## config.mk

```make
export PLATFORM = sky130hd
export DESIGN_NAME = fifo_burst_reader
export DESIGN_NICKNAME = d
export VERILOG_FILES = /design/src/rtl/fifo_burst_reader.sv
export SDC_FILE = /design/constraint.sdc
export NUM_CORES = 1
export LEC_CHECK = 0
export ABC_CLOCK_PERIOD_IN_PS = 3200
export CAP_MARGIN = 15
export CORE_AREA = 2 2 55 57
export CTS_BUF_LIST = sky130_fd_sc_hd__clkbuf_2
export CTS_CLUSTER_SIZE = 30
export DETAILED_ROUTE_END_ITERATION = 12
export DIE_AREA = 0 0 57 59
export PLACE_DENSITY_LB_ADDON = 0.08
export SLEW_MARGIN = 20
export SYNTH_ARGS = -nofsm -noshare
export SYNTH_HDL_FRONTEND = slang
export SYNTH_SLANG_ARGS = --single-unit
```

## constraint.sdc

```tcl
create_clock -name rclk -period 3.2 [get_ports rclk]
set_input_delay 0.64 -clock rclk [delete_from_list [all_inputs] [get_ports rclk]]
set_output_delay 0.64 -clock rclk [all_outputs]
set_load 0.03 [all_outputs]
```

## src/rtl/fifo_burst_reader.sv

```systemverilog
// Read-domain burst reader: pops the async FIFO into a 2-entry prefetch buffer and streams it out with a per-burst last flag.
// Optional statistics counters (words_o, drop_o) are enabled by defining FIFO_BURST_READER_STATS_EN.
module fifo_burst_reader #(
  parameter int DATALEN   = 8,
  parameter int BURST_LEN = 4,
  parameter int CNTLEN    = 16
) (
  input  logic               rclk,
  input  logic               rrst,
  input  logic               en_i,
  input  logic               flush_i,
  input  logic               empty_i,
  input  logic [DATALEN-1:0] rdata_i,
  output logic               rinc_o,
  output logic               m_valid_o,
  input  logic               m_ready_i,
  output logic [DATALEN-1:0] m_data_o,
  output logic               m_last_o,
  output logic               busy_o
`ifdef FIFO_BURST_READER_STATS_EN
  ,
  output logic [CNTLEN-1:0]  words_o,
  output logic [CNTLEN-1:0]  drop_o
`endif
);

  typedef enum logic [1:0] {IDLE, RUN, FLUSH} state_t;

  localparam int PW = (BURST_LEN > 1) ? $clog2(BURST_LEN) : 1;
  localparam logic [PW-1:0] PLAST = PW'(BURST_LEN - 1);

  state_t             state, state_nxt;
  logic [1:0]         count;
  logic [PW-1:0]      pcnt;
  logic [DATALEN-1:0] ent_d [2];
  logic               ent_l [2];
  logic               push, xfer, wp;

  always_comb begin
    state_nxt = state;
    rinc_o    = 1'b0;
    case (state)
      IDLE: if (en_i) state_nxt = RUN;
      RUN: begin
        // Without en_i the burst in progress is still completed.
        rinc_o = !empty_i && (count != 2'd2) && (en_i || (pcnt != '0));
        if (!en_i && (pcnt == '0) && (count == 2'd0)) state_nxt = IDLE;
      end
      FLUSH: begin
        rinc_o = !empty_i;
        if (empty_i) state_nxt = IDLE;
      end
      default: state_nxt = IDLE;
    endcase
    if (flush_i) state_nxt = FLUSH;
  end

  assign m_valid_o = (count != 2'd0) && (state != FLUSH);
  assign m_data_o  = ent_d[0];
  assign m_last_o  = ent_l[0];
  assign busy_o    = (state != IDLE);

  assign push = rinc_o && (state == RUN) && !flush_i;
  assign xfer = m_valid_o && m_ready_i && !flush_i;
  // Write slot is count minus any word leaving this cycle.
  assign wp   = (count == 2'd2) || ((count == 2'd1) && !xfer);

  always_ff @(posedge rclk or posedge rrst) begin
    if (rrst) begin
      state <= IDLE;
      count <= 2'd0;
      pcnt  <= '0;
    end else begin
      state <= state_nxt;
      if (flush_i) begin
        count <= 2'd0;
        pcnt  <= '0;
      end else begin
        count <= count + {1'b0, push} - {1'b0, xfer};
        if (push) pcnt <= (pcnt == PLAST) ? '0 : pcnt + 1'b1;
      end
    end
  end

  always_ff @(posedge rclk or posedge rrst) begin
    if (rrst) begin
      ent_d[0] <= '0;
      ent_d[1] <= '0;
      ent_l[0] <= 1'b0;
      ent_l[1] <= 1'b0;
    end else if (!flush_i) begin
      if (xfer) begin
        ent_d[0] <= ent_d[1];
        ent_l[0] <= ent_l[1];
      end
      if (push) begin
        ent_d[wp] <= rdata_i;
        ent_l[wp] <= (pcnt == PLAST);
      end
    end
  end

`ifdef FIFO_BURST_READER_STATS_EN
  logic [1:0]      drop_inc;
  logic [CNTLEN:0] drop_sum;

  // Dropped words: buffer contents cleared by flush plus any word popped but not pushed.
  assign drop_inc = (flush_i ? count : 2'd0)
                  + {1'b0, rinc_o && (flush_i || (state == FLUSH))};
  assign drop_sum = {1'b0, drop_o} + (CNTLEN + 1)'(drop_inc);

  always_ff @(posedge rclk or posedge rrst) begin
    if (rrst) begin
      words_o <= '0;
      drop_o  <= '0;
    end else begin
      if (xfer && (words_o != '1)) words_o <= words_o + 1'b1;
      drop_o <= drop_sum[CNTLEN] ? '1 : drop_sum[CNTLEN-1:0];
    end
  end
`endif

endmodule

```

==> results of run 1 <==
==> area by class of cell <==
| cell class | count | area (um2) |
|---|---|---|
| Clock buffer | 3 | 15.0 |
| Multi-Input combinational cell | 80 | 692 |
| Sequential cell | 24 | 601 |
| Tap cell | 31 | 38.8 |
| Timing Repair Buffer | 27 | 265 |
| Inverter | 13 | 48.8 |
| Fill cell | 246 | 1050 |
==> layer usage <==
layer	GRT usage [%]	share of wire, %
met3	5.02	3.6
met5	0	0
met1	23.4	49
met4	4.32	0.97
met2	29.6	47
==> worst max-delay path, cell delays in order (launching register included) <==
cell and delay (ns):
dfrtp_1 0.44, inv_1 0.09, ha_1 0.27, nor2b_1 0.32
a31o_2 0.19, and2_1 0.13, clkdlybuf4s50_1 0.66
==> synth_stat cells (all sizes together) (2+ instances only) <==
cell type,instances
mux2,11
dfrtp,24
a21oi,6
nand4,2
buf,11
a221oi,6
and2b,6
nor2,9
nand2b,3
nor3,8
o21ai,3
or3,2
inv,13
mux2i,4
ha,7
==> worst paths after layout <==
check / from / slack [ns] / endpoint / cells past startpoint
worst max-delay path: state[0]$_DFFE_PP0P_ / 0.15 / rinc_o / 6
worst min-delay path: flop / 0.53 / flop / 1
worst max register to register: state[0]$_DFFE_PP0P_ / 0.83 / count[1]$_DFF_PP0_ / 10
worst min register to register: flop / 0.53 / flop / 1
max in group asynchronous: rrst / 1.89 / asynchronous set/reset pin / 2
min in group asynchronous: rrst / 0.77 / pcnt[0]$_DFFE_PP0P_ / 2
==> power by group <==
| part | switching (mW) | leakage [nW] | total (mW) | internal (mW) |
|---|---|---|---|---|
| registers | 0.0231 | 0.321 | 0.370 | 0.346 |
| clock network | 0.0853 | 0.0125 | 0.111 | 0.0255 |
| logic | 0.177 | 0.424 | 0.327 | 0.150 |
==> through the flow <==
| step | setup slack (ns) | area [um2] | utilization (%) | hold slack, ns |
|---|---|---|---|---|
| floorplan | 1.03 | 1430 | - | 0.474 |
| detailed placement | 0.228 | 1650 | 60.7 | 0.495 |
| global route | 0.00781 | 1660 | 61.3 | 0.560 |
| CTS | 0.144 | 1660 | 61.3 | 0.535 |
| global placement | 0.249 | 1650 | 60.7 | 0.486 |
| finish | 0.149 | 1660 | 61.3 | 0.533 |
==> logic make-up after synthesis <==
kind of cell / share of synthesized area, %
multiplexers: 11.7
adder cells (fa/ha/maj): 6.12
AO/OA/AOI/OAI: 14.2
XOR/XNOR: 1.22
AND/OR/NAND/NOR: 15.1
buffers and inverters: 9.70
flip-flops: 42.0
==> layout by cell type (no fill, tap or decap), drive strengths merged, types with 6 or more instances in the layout <==
cell type      Yosys  final
a21oi              6      6
a221oi             6      6
nor2               9      9
clkdlybuf4s50      0     25
mux2              11     11
dfrtp             24     24
inv               13     13
ha                 7      7
and2b              6      6
nor3               8      8
==> flow_summary.toml, run 1 <==
[floorplanning]
core_area_um2 = 2710
dieArea_um2 = 3360
placementRows = 19
dieWidth_um = 57
die_y_um = 59
num_io_pins = 26
initial_core_util_pct = 52.8

[clock_tree]
cts_max_level = 1
clk_pin_slew_ns = 0.20
cts_sinks = 24
cts_root_buf = "clkbuf_2"
post_cts_buffers = 0
insertion_delay_ns = 0.32
hold_buffers = 0
tritoncts = "yes"
cts_resized = 0
numCtsBuffers = 3
clk_path_buf_depth = 2

[place]
dp_hpwl_mm = 1.94
dp.cells = 175
io_buffers = 25
routabilityCongestion = 0.870

[timing]
max_freq_mhz = 328
finalSetupViolCount = 0
rsz0062_at_grt = "no"
tightest_slew_ns = 0.889
hold_viol_final = 0
period_minus_slack_ns = 3.05
fin_crit_sh_pct = 95.3
final_max_slew_viol_count = 0
fin_skew_ns = 0.00499
slew_headroom_pct = 40.7
setup-tns-final_ns = 0

[yosys]
yosysSeqAreaShare_pct = 42.0
ys_top_cells_by_area = "dfrtp_1 42%, mux2_2 7.9%, a221oi_2 6.3%, ha_1 6.1%, buf_4 4.7%"
synth-edff-count = 0
ys.flop_type = "dfrtp_1"
synth_top_cell_by_area = "dfrtp_1"
synthCells = 128
ys_ff_latch = 24
yosys_warnings = 0
syn_avg_cell_area_um2 = 11.2
async_reset_ff_share_pct = 100
synth_top_area_share_pct = 42.0
syn_area_um2 = 1430
synth_cell_type_count = 36
syn-num-nets = 149

[worst_setup_path]
crit_arrival_ns = 2.41
worstSetupPathType = "flop to primary output"
crit_path_end_kind = "primary output"
required_ns = 2.56
startpoint_type = "flop"
cp_max_fo = 5

[finish]
nets = 170
drive_above_1_share_pct = 21.1
area_growth_pct = 16.0
antenna-diode-count = 0
fin_cells = 178

[power]
total_power_mw = 0.807
vdd_drop_max_v = 0.000526
p_per_area_nw_per_um2 = 486
p_leak_nw = 0.757

[detailed_routing]
drt_iter0_markers = 14
drt_first_pass_iters = 4
post_drt_wl_per_cell_um = 14.5
ant_nets = 0
drt_wl_total_mm = 2.58
via_count = 986
vias_per_cell = 5.54
drc = 0

[global_routing]
grt_max_degree = 25
globalRoute.totalOverflow = 0
grt_pass1_vias = 1049
grt_pass1_wl_mm = 4.64
grt_usage_pct = 17.8
antenna_found_initial = 0

[flow_run]
cap_violations = 0

[run_status]
status = "finished clean"

[hold_path]
hold_class = "flop to flop"
Note: power is estimated with default switching activity, not from simulation.
==> run 2: changes to the inputs <==
--- a/config.mk
+++ b/config.mk
@@ -5,13 +5,14 @@
 export SDC_FILE = /design/constraint.sdc
 export NUM_CORES = 1
 export LEC_CHECK = 0
-export ABC_CLOCK_PERIOD_IN_PS = 3200
+export ABC_CLOCK_PERIOD_IN_PS = 3550
 export CAP_MARGIN = 15
 export CORE_AREA = 2 2 55 57
 export CTS_BUF_LIST = sky130_fd_sc_hd__clkbuf_2
 export CTS_CLUSTER_SIZE = 30
 export DETAILED_ROUTE_END_ITERATION = 12
 export DIE_AREA = 0 0 57 59
+export GPL_ROUTABILITY_DRIVEN = 1
 export PLACE_DENSITY_LB_ADDON = 0.08
 export SLEW_MARGIN = 20
 export SYNTH_ARGS = -nofsm -noshare
==> constraint.sdc (replaced) <==
create_clock -name rclk -period 3.55 [get_ports rclk]
set_input_delay 0.71 -clock rclk [delete_from_list [all_inputs] [get_ports rclk]]
set_output_delay 0.71 -clock rclk [all_outputs]
set_load 0.03 [all_outputs]
==> run 2 against run 1 <==
Non-clock buffer count decreased by 1. Worst hold slack improved by 0.0063 ns. Count of clock-buffer cells in the layout unchanged. Clock power increased by 69%. Combinational power decreased by 9.8%. Global-route usage increased by 1.2 points. Sequential cell count unchanged. Worst setup slack improved by 0.26 ns. Sequential power decreased by 10%. Wire length increased by 8.7%. Highest routed layer unchanged. Largest cell class unchanged. Core utilization increased by 0.83 points.
==> flow_summary.toml, run 2 (same netlist as run 1, synthesis figures left out) <==
[run_status]
status = "finished clean"

[timing]
fin_crit_sh_pct = 88.6
setup-tns-final_ns = 0
fin_skew_ns = 0.00454
finalSetupViolCount = 0
max_freq_mhz = 318
slew_headroom_pct = 40.8
period_minus_slack_ns = 3.14
rsz0062_at_grt = "no"
hold_viol_final = 0
final_max_slew_viol_count = 0
tightest_slew_ns = 0.887

[power]
power_switching_mw = 0.272
power_frac_clock_pct = 23.0
seqPwrFrac_pct = 40.9
p_comb_share_pct = 36.2
p_per_area_nw_per_um2 = 485
switching_share_pct = 33.3
p_leak_nw = 0.766
vdd_drop_max_v = 0.000351
p_int_mw = 0.544

[clock_tree]
cts_max_level = 1
post_cts_buffers = 0
clk_pin_slew_ns = 0.24
cts_sinks = 24
hold_buffers = 0
insertion_delay_ns = 0.36
tritoncts = "yes"
cts_resized = 0
cts_root_buf = "clkbuf_2"
clk_path_buf_depth = 2
numCtsBuffers = 3

[worst_setup_path]
required_ns = 2.84
reg2reg_depth = 9
reg2reg_from = "state[0]$_DFFE_PP0P_"
slowest_delay_ns = 0.66
cp_max_fo = 5
crit_family = "buffers and inverters"
cp_slowest_cell = "clkdlybuf4s50_1"
crit_chain = "inv_1 -> ha_1 -> nor2b_1 -> a31o_2 -> and2_1 -> clkdlybuf4s50_1"
r2r-end = "count[0]$_DFF_PP0_"
ff2ff_setup_slack_ns = 1.18
crit_path_end_kind = "primary output"
crit_arrival_ns = 2.43
worstSetupPathType = "flop to primary output"
startpoint_type = "flop"
critPathBufInv = 2

[detailed_routing]
ant_nets = 0
drc = 0
drt_iter0_markers = 31
drt_first_pass_iters = 4
via_count = 1016
post_drt_wl_per_cell_um = 15.7
vias_per_cell = 5.71
drt_wl_total_mm = 2.80

[finish]
area_growth_pct = 17.6
final_util_pct = 62.1
drive_above_1_share_pct = 21.1
antenna-diode-count = 0
multi_input_area_um2 = 692
layout_commonest_cell = "clkdlybuf4s50_1"
seq_area_um2 = 601
layout_common_cells = "25 x clkdlybuf4s50_1, 24 x dfrtp_1, 13 x inv_1"
nets = 169
fillerInstances = 231

[global_routing]
top_usage_layer = "met2"
met3_usage_pct = 2.84
grt_util_met2_pct = 31.5
antenna_found_initial = 0
globalRoute.totalOverflow = 0
grt_util_met1_pct = 26.1
grt_pass1_wl_mm = 4.93
grt_max_degree = 25
grt_pass1_vias = 1062
grt_usage_pct = 19.1

[place]
dp_hpwl_mm = 2.06
routabilityCongestion = 0.787
io_buffers = 25

[hold_path]
hold_class = "flop to flop"
holdPathStages = 1

[floorplanning]
die_y_um = 59
num_io_pins = 26
dieWidth_um = 57
dieArea_um2 = 3360
placementRows = 19
core_area_um2 = 2710
initial_core_util_pct = 52.8

[flow_run]
cap_violations = 0
==> run 2: per-layer routing <==
metal | up-vias | share of wire, %
met2 | 21 | 47
met4 | 0 | 1.6
met1 | 507 | 48
li1 | 482 | -
met5 | - | 0
met3 | 6 | 3.2
==> run 2: per-stage QoR <==
stage | instance area [um2] | instances | worst slack [ns] | hold slack (ns) | power [mW]
final | 1680 | 178 | 0.405 | 0.539 | 0.816
after global routing | 1680 | 178 | 0.257 | 0.563 | 0.859
after CTS | 1680 | 178 | 0.394 | 0.543 | 0.823
after detailed placement | 1640 | 174 | 0.446 | 0.493 | 0.636
after global placement | 1640 | 174 | 0.458 | 0.483 | 0.629
after floorplan | 1430 | 128 | 1.31 | 0.474 | 0.566
==> run 2: cell type report <==
type,instances,area share [%]
timing repair buffer,26,15.3
tap,31,2.30
clock inverter,1,1.78
clock buffer,3,0.892
inverter,13,2.90
sequential,24,35.7
multi-input combinational,80,41.1
==> run 2: how the worst max path moves through the flow <==
stage,cells past startpoint,from,to
after global routing,6,state[0]$_DFFE_PP0P_,rinc_o
after detailed placement,5,empty_i,rinc_o
after CTS,6,state[0]$_DFFE_PP0P_,rinc_o
final,6,state[0]$_DFFE_PP0P_,rinc_o
after floorplan,7,empty_i,count[0]$_DFF_PP0_
after global placement,5,empty_i,rinc_o
==> run 2: worst register-to-register path, cell delays in order (launching register included) <==
cell and delay [ns]:
dfrtp_1 0.46, inv_1 0.09, ha_1 0.24, nor2b_1 0.31
a31oi_2 0.11, or3_1 0.38, ha_1 0.28, inv_1 0.04
ha_1 0.25, and2b_1 0.15
==> run 2: power groups by stage <==
stage          clock network (mW)  logic [mW]  registers (mW)
2_1_floorplan                   0       0.225           0.341
3_3_place_gp                    0       0.291           0.337
3_5_place_dp                    0       0.297           0.340
4_1_cts                     0.191       0.298           0.334
5_1_grt                     0.203       0.315           0.341
6_report                    0.188       0.295           0.333
